**src/rtl/echo_sequencer_pkg.sv**
```systemverilog
// Shared state encoding and default widths for the spin-echo pulse sequencer.
package ctrl_pkg;

   localparam int CNT_W_DEF = 32;
   localparam int NPI_W_DEF = 8;

   typedef enum logic [2:0] {
      IDLE = 3'd0,
      DEAD = 3'd1,
      P2A  = 3'd2,
      TAU1 = 3'd3,
      PI   = 3'd4,
      TAU2 = 3'd5,
      P2B  = 3'd6,
      ACQ  = 3'd7
   } state_t;

   function automatic logic is_rf(state_t s);
      return (s == P2A) || (s == PI) || (s == P2B);
   endfunction

endpackage

```
**src/rtl/echo_sequencer_trig_sync.sv**
```systemverilog
// Synchroniser for the asynchronous trigger pin followed by a registered rising-edge detector.
module trig_sync #(
   parameter int STAGES = 2
) (
   input  logic clk,
   input  logic rst,
   input  logic async_in,
   output logic edge_out
);

   // sh[STAGES-1] is the synchronised level, sh[STAGES] its previous value
   logic [STAGES:0] sh;

   always_ff @(posedge clk or posedge rst) begin
      if (rst) begin
         sh       <= '0;
         edge_out <= 1'b0;
      end else begin
         sh       <= {sh[STAGES-1:0], async_in};
         edge_out <= sh[STAGES-1] & ~sh[STAGES];
      end
   end

endmodule

```
**src/rtl/echo_sequencer.sv**
```systemverilog
// Triggered spin-echo / Ramsey sequencer: dead, pi/2, n x (tau, pi, tau), pi/2, acquisition.
module echo_sequencer
   import ctrl_pkg::*;
#(
   parameter int CNT_W       = CNT_W_DEF,
   parameter int NPI_W       = NPI_W_DEF,
   parameter int SYNC_STAGES = 2
) (
   input  logic             clk,
   input  logic             rst,
   input  logic             trig,
   input  logic             arm,
   input  logic [CNT_W-1:0] dead_cyc,
   input  logic [CNT_W-1:0] pi2_cyc,
   input  logic [CNT_W-1:0] tau_cyc,
   input  logic [NPI_W-1:0] n_pi,
   input  logic [CNT_W-1:0] acq_cyc,
   output logic             rf,
   output logic             acq,
   output logic             busy,
   output logic [2:0]       seg,
   output logic             done,
   output logic             aborted,
   output logic             cfg_err,
   output logic             missed_trig
);

   state_t           state, nxt;
   logic [CNT_W:0]   cnt, nxt_len;
   logic [CNT_W-1:0] dead_l, pi2_l, tau_l, acq_l;
   logic [NPI_W-1:0] rem, rem_n;
   logic             trg_e;

   trig_sync #(.STAGES(SYNC_STAGES)) u_sync (
      .clk      (clk),
      .rst      (rst),
      .async_in (trig),
      .edge_out (trg_e)
   );

   function automatic logic [CNT_W:0] seg_len(state_t s, logic [CNT_W-1:0] d, logic [CNT_W-1:0] p,
                                               logic [CNT_W-1:0] t, logic [CNT_W-1:0] a);
      case (s)
         DEAD:       return {1'b0, d};
         P2A, P2B:   return {1'b0, p};
         TAU1, TAU2: return {1'b0, t};
         PI:         return {p, 1'b0};
         ACQ:        return {1'b0, a};
         default:    return '0;
      endcase
   endfunction

   // Zero-length tau/acq segments are folded into the successor so they take no cycles
   always_comb begin
      rem_n = rem;
      nxt   = IDLE;
      case (state)
         DEAD: nxt = P2A;
         P2A:  nxt = (tau_l != '0) ? TAU1 : ((rem != '0) ? PI : P2B);
         TAU1: nxt = (rem != '0) ? PI : P2B;
         PI: begin
            rem_n = rem - 1'b1;
            nxt   = (tau_l != '0) ? TAU2 : ((rem_n != '0) ? PI : P2B);
         end
         TAU2: nxt = (rem != '0) ? TAU1 : P2B;
         P2B:  nxt = (acq_l != '0) ? ACQ : IDLE;
         default: nxt = IDLE;
      endcase
      nxt_len = seg_len(nxt, dead_l, pi2_l, tau_l, acq_l);
   end

   always_ff @(posedge clk or posedge rst) begin
      if (rst) begin
         state       <= IDLE;
         cnt         <= '0;
         rem         <= '0;
         dead_l      <= '0;
         pi2_l       <= '0;
         tau_l       <= '0;
         acq_l       <= '0;
         rf          <= 1'b0;
         acq         <= 1'b0;
         busy        <= 1'b0;
         done        <= 1'b0;
         aborted     <= 1'b0;
         cfg_err     <= 1'b0;
         missed_trig <= 1'b0;
      end else begin
         done        <= 1'b0;
         aborted     <= 1'b0;
         cfg_err     <= 1'b0;
         missed_trig <= 1'b0;
         if (state == IDLE) begin
            if (trg_e && arm) begin
               if (pi2_cyc == '0) begin
                  cfg_err <= 1'b1;
               end else begin
                  dead_l <= dead_cyc;
                  pi2_l  <= pi2_cyc;
                  tau_l  <= tau_cyc;
                  acq_l  <= acq_cyc;
                  rem    <= n_pi;
                  busy   <= 1'b1;
                  if (dead_cyc != '0) begin
                     state <= DEAD;
                     cnt   <= {1'b0, dead_cyc};
                  end else begin
                     state <= P2A;
                     cnt   <= {1'b0, pi2_cyc};
                     rf    <= 1'b1;
                  end
               end
            end
         end else if (!arm) begin
            state       <= IDLE;
            cnt         <= '0;
            rf          <= 1'b0;
            acq         <= 1'b0;
            busy        <= 1'b0;
            aborted     <= 1'b1;
            missed_trig <= trg_e;
         end else begin
            missed_trig <= trg_e;
            // cnt counts down to 1 inside a segment; the last cycle loads the next segment
            if (cnt[CNT_W:1] == '0) begin
               state <= nxt;
               cnt   <= nxt_len;
               rem   <= rem_n;
               rf    <= is_rf(nxt);
               acq   <= (nxt == ACQ);
               busy  <= (nxt != IDLE);
               done  <= (nxt == IDLE);
            end else begin
               cnt <= cnt - 1'b1;
            end
         end
      end
   end

   assign seg = state;

endmodule
```
**config.mk**
```make
export PLATFORM = sky130hd
export DESIGN_NAME = echo_sequencer
export DESIGN_NICKNAME = d
export VERILOG_FILES = /design/src/rtl/echo_sequencer_pkg.sv /design/src/rtl/echo_sequencer_trig_sync.sv /design/src/rtl/echo_sequencer.sv
export SDC_FILE = /design/constraint.sdc
export NUM_CORES = 1
export LEC_CHECK = 0
export BUFFER_PORTS_ARGS = -buffer_cell sky130_fd_sc_hd__buf_2
export CAP_MARGIN = 20
export CORE_MARGIN = 2
export CORE_UTILIZATION = 50
export CTS_CLUSTER_SIZE = 8
export DETAILED_ROUTE_END_ITERATION = 12
export GPL_ROUTABILITY_DRIVEN = 0
export PLACE_DENSITY = 0.8
export SETUP_SLACK_MARGIN = 0.1
export SLEW_MARGIN = 20
export SYNTH_ARGS = -nofsm -noshare
export SYNTH_HDL_FRONTEND = slang
export SYNTH_SLANG_ARGS = --single-unit
```
**constraint.sdc**
```tcl
create_clock -name clk -period 5.9 [get_ports clk]
set_clock_uncertainty 0.05 [all_clocks]
set_input_delay 1.18 -clock clk [delete_from_list [all_inputs] [get_ports clk]]
set_output_delay 1.18 -clock clk [all_outputs]
set_load 0.03 [all_outputs]
```
After elaboration in Yosys (flattened, before gate mapping) --
Cells that the tools add are included. Widths: inputs -> output; s select.
Operators by class: add/subtract/negate cells 2, multipliers 0, divide/modulo/power cells 0, $lt $le $gt $ge 0, equal/unequal tests 18, shift-type cells 0, multiplexer cells 48, bitwise operators 4, reductions and logical operators 24
Operator list (number):
- $mux 33 | 5
- $pmux 33 s5 | 1
- $reduce_bool 32->1 | 3
- $logic_not 32->1 | 2
- $mux 8 | 6
- $sub 33x1->33 const B | 1
- $mux 32 | 1
- $mux 3 | 8
- $mux 1 | 22
- $eq 3x3->1 const B | 7
- $pmux 3 s6 | 1
- $reduce_bool 8->1 | 2
- $eq 3x2->1 const B | 4
- $mux 2 | 4
- $sub 8x1->8 const B | 1
- $eq 3x1->1 const B | 2
- $logic_not 3->1 | 2
- $reduce_and 3->1 | 2
- $reduce_bool 2->1 | 3
- $reduce_and 5->1 | 1
- $ne 2x1->1 const B | 2
- $ne 2x2->1 const B | 2
- $reduce_and 2->1 | 2
- $reduce_and 4->1 | 1
- other kinds (7) | 11
Storage, ports and cells: bits in registers 183, latch bits 0, memory bits (writable) 0, bits in read-only memories 0, input bits 140, output and inout port bits 10, logic and storage cells 112, memories 0

Depth between registers and ports, before layout --
Gate-level depths: netlist of run 1.
depth after elaboration 11, depth in mapped cells 12, depth with buffers taken out 9

Modules after synthesis --
Synthesis of run 1 repeated with hierarchy kept, for this count alone.
Second synthesis, totals: cells, all modules 804, area total of the unflattened synthesis 8204.1 um^2
Modules (own cells, without submodules):
- echo_sequencer | times used 1, cells each 798, area each 8086.5 um^2, seq. area each 3678.5 um^2
- trig_sync | times used 1, cells each 6, area each 117.6 um^2, seq. area each 100.1 um^2

Worst setup path before layout of run 1 --
No wires, ideal clock.
kind input -> register, start input port pi2_cyc[12], end register acq_l[10], library setup time 0.125 ns, arrival time 2.985 ns, required time 5.725 ns, slack 2.741 ns, stages 8, path buffers 3, cell sequence nor4_1 -> nand4_1 -> nor2_1 -> or3_1 -> clkbuf_1 -> clkbuf_1 -> clkbuf_1 -> mux2_2
Between the ends: longest elaborated chain between the ends 3
RTL lines:
- start, declared | RTL line echo_sequencer.sv:14 | input logic [CNT_W-1:0] pi2_cyc,
- $logic_not 32->1 | RTL line echo_sequencer.sv:95 | if (pi2_cyc == '0) begin
- $not 1->1 (no source line)
- $reduce_and 3->1 (no source line)
- end signal, assigned | RTL line echo_sequencer.sv:101 | acq_l <= acq_cyc;
- end, declared | RTL line echo_sequencer.sv:30 | logic [CNT_W-1:0] dead_l, pi2_l, tau_l, acq_l;
No other way between the ends. A chain may end at the register's enable or synchronous reset.

Worst setup path after layout of run 1 --
start input port pi2_cyc[20], end register cnt[16]
Between the ends: longest elaborated chain between the ends 3
RTL lines:
- $logic_not 32->1 | RTL line echo_sequencer.sv:95
- $ne 2x2->1 (no source line)
- $reduce_and 2->1 (no source line)
- end signal, assigned | RTL line echo_sequencer.sv:106 | cnt <= {1'b0, dead_cyc};
- end signal, assigned | RTL line echo_sequencer.sv:109 | cnt <= {1'b0, pi2_cyc};
- end signal, assigned | RTL line echo_sequencer.sv:127 | cnt <= nxt_len;
- end, declared | RTL line echo_sequencer.sv:29 | logic [CNT_W:0] cnt, nxt_len;
No other way between the ends.

==> flow_summary.toml, run 1 <==
[status]
outcome = "complete, no violations"

[yosys]
yosys-top-cells-area = "dfrtp_1, mux2_2, a221o_1"
syn_inst = 824
synthSimpleGateAreaFrac_pct = 15.2
async_flop_share_pct = 100
yosys.area_share.xor_xnor_pct = 1.04
ys.flop_type = "dfrtp_1"
synth_edf_count = 0
syn-mean-instance-area_um2 = 10.2
synth_top_area_cell = "dfrtp_1"
synthTopCellsByCount = "dfrtp_1, mux2_2, clkbuf_1, o21ai_0, nor2_1"
synth_top_area_share_pct = 44.9
synth_mux_area_share_pct = 12.4
yosys_register_bits = 151
synth_top_family_by_area = "compound AO/OA/AOI/OAI gates"
ys_warn_count = 0
synth_seq_area_share_pct = 44.9
synth_compound_area_share_pct = 22.1
synth.most_common_cell = "dfrtp_1"
yosysUniqueCellTypes = 61
syn-num-nets = 968
synth_fa_ha_area_share_pct = 0.595
netlist_area_um2 = 8410

[timing]
fin_crit_sh_pct = 68.5
rsz0062_at_grt = "false"
setup_tns_ns = 0
maxSlewHeadroom_pct = 22.6
fin_crit_ns = 4.04
worst_slew_pin_slew_ns = 1.16
fmax_ghz = 0.247
final-max-slew-violation-count = 0
fin_ws_ns = 1.86
hold_viol_final = 0
setup_viol = 0

[critical_path]
startpoint_type = "input pin"
required_ns = 6.15
r2r_cells = 7
cp_max_fo = 31
reg2reg_from = "cnt[7]"
cp_data_arrival_time_ns = 4.30
path_class = "input pin to flip-flop"
startpoint = "pi2_cyc[20]"
cp-end-kind = "flip-flop"

[global_routing]
grt_remaining_overflow = 0
track_usage_pct = 29.3
grt_max_degree = 106
grt_pass1_vias = 7415
grt_pass1_wl_um = 40600
antenna_found_initial = 1

[clocking]
root_buffer = "clkbuf_16"
htree_levels = 4
post-cts-setup-buffers = 0
cts_buffers = 17
path_clk_slew_ns = 0.06
clock_latency_ns = 0.44
cts_resized = 0
cts_tree = "yes"
clk_path_buf_depth = 2
numClockSinks = 151
hold_buffers = 0

[worst_hold_path]
min_from = "u_sync.sh[0]"
hold_path_depth = 0
min_path_type = "flip-flop to flip-flop"

[flow_run]
maxCapViolations = 0

[detailed_routing]
vias_per_cell = 6.53
dr.pass1.iters = 5
ant_nets = 0
wirelength_um = 25700
drt_iter0_markers = 818
post-route-drc-count = 0
route.vias.total = 7663
wl_per_cell_um = 21.9

[pwr]
p_comb_share_pct = 34.0
pwr-share-seq_pct = 42.7
clkPwrFrac_pct = 23.3
p_sw_w = 0.00185
switching_share_pct = 39.2
total_power_w = 0.00473
intPower_w = 0.00288
leakage_nw = 4.28
irDropWorstVdd_v = 0.000310
power.density_nw_per_um2 = 478

[finish]
final-seq-area_um2 = 3780
drive_gt1_share_pct = 32.3
multi_input_comb_area_um2 = 4350
nNetsFinal = 1084
area_growth_pct = 17.6
fill_cells = 1337

[floorplan]
row_count = 47
fp.dieW_um = 134
num_io_pins = 150
core_area_um2 = 16500
die_h_um = 134
start_util_pct = 50.9
dieArea_um2 = 17900

[placed_design]
io_buffers = 149
dpl_worst_slack_ns = 1.60
dp_hpwl_um = 18300
-- worst max-delay path, cell delays in order --
cell and delay (ns):
buf_2 0.12, nor4_1 0.90, nand4_1 0.28, nor2_1 0.32
o21a_1 0.96, buf_4 0.27, nor3_1 0.05, a21oi_1 0.12
o21ai_1 0.09
-- layout by cell type, fill, tap and decap left out, types with 22 or more instances in the layout --
cell,instances
a21oi_1,38
a221o_1,40
a22o_1,24
buf_2,149
dfrtp_1,151
mux2_2,92
nand2_1,33
nor2_1,49
nor3_1,22
nor4_1,45
o21ai_0,52
-- power by group through the flow --
stage / logic [W] / registers, W / clock network, W
after floorplan: 0.00123 / 0.00186 / 0
after global placement: 0.00152 / 0.00199 / 0
after detailed placement: 0.00157 / 0.00201 / 0
after CTS: 0.00158 / 0.00200 / 0.00111
after global routing: 0.00175 / 0.00208 / 0.00116
final: 0.00161 / 0.00202 / 0.00110
-- layer usage --
metal | vias up | track usage, % | part of all wire [%]
met1 | 3730 | 39.7 | 41
met4 | 0 | 15.2 | 5.3
met5 | - | 0 | 0
met2 | 407 | 43.8 | 45
met3 | 87 | 7.31 | 8.8
li1 | 3439 | - | -
-- metrics by stage --
stage | instance area, um2 | utilization, % | instances | hold WS (ns)
6_report | 9900 | 59.9 | 1174 | 0.299
3_3_place_gp | 9290 | 56.2 | 1141 | 0.282
5_1_grt | 9890 | 59.9 | 1173 | 0.301
2_1_floorplan | 8410 | - | 824 | 0.281
3_5_place_dp | 9290 | 56.2 | 1141 | 0.286
4_1_cts | 9890 | 59.8 | 1173 | 0.300
-- flip-flops by register name, indices dropped and copies added, names as in the netlist, 3 cells and up --
register / count
pi2_l: 32
rem: 8
seg: 3
acq_l: 32
u_sync.sh: 3
cnt: 33
tau_l: 32
-- path summary, 6_finish.rpt --
path | end | slack [ns]
worst max-delay path | cnt[16] | 1.86
worst min-delay path | u_sync.sh[1] | 0.30
worst max register to register | cnt[29] | 2.12
worst min register to register | u_sync.sh[1] | 0.30
max in group asynchronous | acq_l[24] | 3.70
min in group asynchronous | pi2_l[19] | 0.91
-- cell families after synthesis --
logic type	count (synthesis)
multiplexers	93
AND/OR/NAND/NOR	230
AO/OA/AOI/OAI	260
buffers and inverters	76
adder cells (fa/ha/maj)	4
flip-flops	151
XOR/XNOR	10
-- cell type report --
type / instances / area share (%)
antenna: 1 / 0.0253
timing repair buffer: 161 / 8.57
tap: 220 / 2.78
multi-input combinational: 597 / 43.9
clock buffer: 18 / 4.44
inverter: 12 / 0.506
clock inverter: 14 / 1.57
sequential: 151 / 38.2
(Power assumes the default switching activity.)
==> run 2: changes to the inputs <==
--- a/config.mk
+++ b/config.mk
@@ -5,6 +5,7 @@
 export SDC_FILE = /design/constraint.sdc
 export NUM_CORES = 1
 export LEC_CHECK = 0
+export ABC_AREA = 1
 export BUFFER_PORTS_ARGS = -buffer_cell sky130_fd_sc_hd__buf_2
 export CAP_MARGIN = 20
 export CORE_MARGIN = 2
@@ -12,7 +13,7 @@
 export CTS_CLUSTER_SIZE = 8
 export DETAILED_ROUTE_END_ITERATION = 12
 export GPL_ROUTABILITY_DRIVEN = 0
-export PLACE_DENSITY = 0.8
+export PLACE_DENSITY = 0.82
 export SETUP_SLACK_MARGIN = 0.1
 export SLEW_MARGIN = 20
 export SYNTH_ARGS = -nofsm -noshare
==> constraint.sdc (replaced) <==
create_clock -name clk -period 3.7 [get_ports clk]
set_clock_uncertainty 0.05 [all_clocks]
set_input_delay 0.74 -clock clk [delete_from_list [all_inputs] [get_ports clk]]
set_output_delay 0.74 -clock clk [all_outputs]
set_load 0.03 [all_outputs]
==> flow_summary.toml, run 2 <==
[status]
outcome = "complete, no violations"

[clocking]
cts_resized = 0
path_clk_slew_ns = 0.07
post-cts-setup-buffers = 0
clock_latency_ns = 0.43
root_buffer = "clkbuf_16"
cts_tree = "yes"
clk_path_buf_depth = 2
numClockSinks = 151
htree_levels = 4
cts_buffers = 17
hold_buffers = 0

[worst_hold_path]
min_from = "u_sync.sh[0]"
hold_path_depth = 0
min_path_type = "flip-flop to flip-flop"
whs_endpoint = "u_sync.sh[1]"

[timing]
fin_crit_sh_pct = 86.2
maxSlewHeadroom_pct = 43.6
worst_slew_pin_slew_ns = 0.846
fmax_ghz = 0.313
hold_viol_final = 0
rsz0062_at_grt = "false"
fin_crit_ns = 3.19
setup_viol = 0
setup_tns_ns = 0
final-max-slew-violation-count = 0

[global_routing]
grt_pass1_wl_um = 43900
grt_remaining_overflow = 0
antenna_found_initial = 0
track_usage_pct = 28.7
grt_pass1_vias = 8452
grt_max_degree = 152

[finish]
fill_cells = 1573
final-seq-area_um2 = 3780
nNetsFinal = 1481
largest_register = "cnt"
num_antenna_cells = 0
largest_reg_flops = 33
multi_input_comb_area_um2 = 4500
area_growth_pct = 17.3
final_cell_mix = "nand2_1, nor2_1, inv_1"
drive_gt1_share_pct = 23.1
final_common_cell = "nand2_1"

[yosys]
yosys_register_bits = 151
syn-mean-instance-area_um2 = 7.59
synth_edf_count = 0
syn-num-nets = 1347
async_flop_share_pct = 100
yosys-top-cells-area = "dfrtp_1, nand2_1, nor2_1"
ys_warn_count = 0
ys.flop_type = "dfrtp_1"
synthTopCellsByCount = "nand2_1, nor2_1, inv_1"
synth_top_area_share_pct = 41.4
yosysUniqueCellTypes = 42
synth_top_area_cell = "dfrtp_1"
syn_inst = 1203
synth_seq_area_share_pct = 41.4
netlist_area_um2 = 9130
synth.most_common_cell = "nand2_1"

[pwr]
power.density_nw_per_um2 = 808
irDropWorstVdd_v = 0.000386
total_power_w = 0.00864
leakage_nw = 5.22

[floorplan]
num_io_pins = 150
start_util_pct = 50.8
die_h_um = 139
core_area_um2 = 18000
fp.dieW_um = 139
row_count = 49
dieArea_um2 = 19300

[critical_path]
crit_top_cell = "nand2_1"
r2r_cells = 16
startpoint_type = "flip-flop"
reg2reg_to = "cnt[14]"
regToRegSetupSlack_ns = 0.51
crit_family = "simple AND/OR/NAND/NOR gates"
path_buf_inv = 3
cp_max_fo = 32
path_class = "flip-flop to flip-flop"
critPathMaxStageDelay_ns = 0.47
required_ns = 4.00
cp-end-kind = "flip-flop"
crit_chain = "inv_1 -> ha_1 -> inv_1 -> o21ai_0 -> nand2_1 -> inv_1 -> nand2_1 -> nor2_1 -> nand3_2 -> nand2_2 -> nand3_1 -> nand2_2 -> nand2_1 -> nand3_1 -> nand2_1 -> a21oi_1"
reg2reg_from = "rem[0]"
cp_data_arrival_time_ns = 3.49
cp_slowest_cell = "nand2_2"

[placed_design]
io_buffers = 149
dp_hpwl_um = 20200

[flow_run]
maxCapViolations = 0

[detailed_routing]
ant_nets = 0
drt_iter0_markers = 1303
route.vias.total = 8940
post-route-drc-count = 0
wirelength_um = 27700
vias_per_cell = 5.66
dr.pass1.iters = 7
wl_per_cell_um = 17.5
-- run 2: kinds of logic (layout without fill, tap and decap cells) --
logic type | Yosys count | after routing | share of synthesized area [%]
AOI/OAI and AO/OA | 199 | 199 | 12.9
xor gates and xnor gates | 26 | 26 | 2.50
adders and majority gates | 4 | 4 | 0.548
buffers and inverters | 211 | 358 | 9.42
DFF | 151 | 151 | 41.4
muxes | 56 | 56 | 6.91
and+or+nand+nor | 556 | 556 | 26.3
-- run 2: power by group --
group	switching (W)	total (W)	leakage [nW]	internal [W]
Clock	0.000737	0.00182	0.282	0.00109
Combinational	0.00226	0.00366	3.09	0.00140
Sequential	0.000731	0.00316	1.85	0.00243
Total	0.00373	0.00864	5.22	0.00491
-- run 2: how the worst max path moves through the flow --
| stage | depth (start not counted) | slack (ns) | endpoint | startpoint |
|---|---|---|---|---|
| CTS | 16 | 0.62 | cnt[14] | rem[1] |
| detailed placement | 8 | 0.49 | acq_l[2] | pi2_cyc[31] |
| finish | 16 | 0.51 | cnt[14] | rem[0] |
| global route | 16 | 0.30 | cnt[14] | rem[0] |
| floorplan | 1 | 1.01 | aborted | rst |
| global placement | 11 | 0.50 | cnt[17] | pi2_cyc[31] |
-- run 2: per-layer routing --
layer	track usage, %	wire, um	up-vias
met5	0	0	-
met4	11.7	1170	0
met3	8.39	3220	98
met2	42.5	12100	536
met1	39.5	11300	4145
li1	-	-	4161
-- run 2: through the flow --
stage                     setup WS [ns]  std cells  utilization (%)  instance area [um2]  hold slack (ns)
after floorplan                    1.01       1203                -                 9130            0.281
after CTS                         0.620       1579             59.6                10700            0.311
after global placement            0.503       1547             56.2                10100            0.287
after global routing              0.299       1579             59.6                10700            0.340
after detailed placement          0.490       1547             56.2                10100            0.298
final                             0.510       1579             59.6                10700            0.307
-- run 2: area by class of cell --
type / instances / area share [%]
Sequential cell: 151 / 35.3
Multi-Input combinational cell: 841 / 42.1
Inverter: 162 / 5.72
Tap cell: 229 / 2.68
Clock inverter: 13 / 1.60
Clock buffer: 19 / 4.14
Timing Repair Buffer: 164 / 8.49
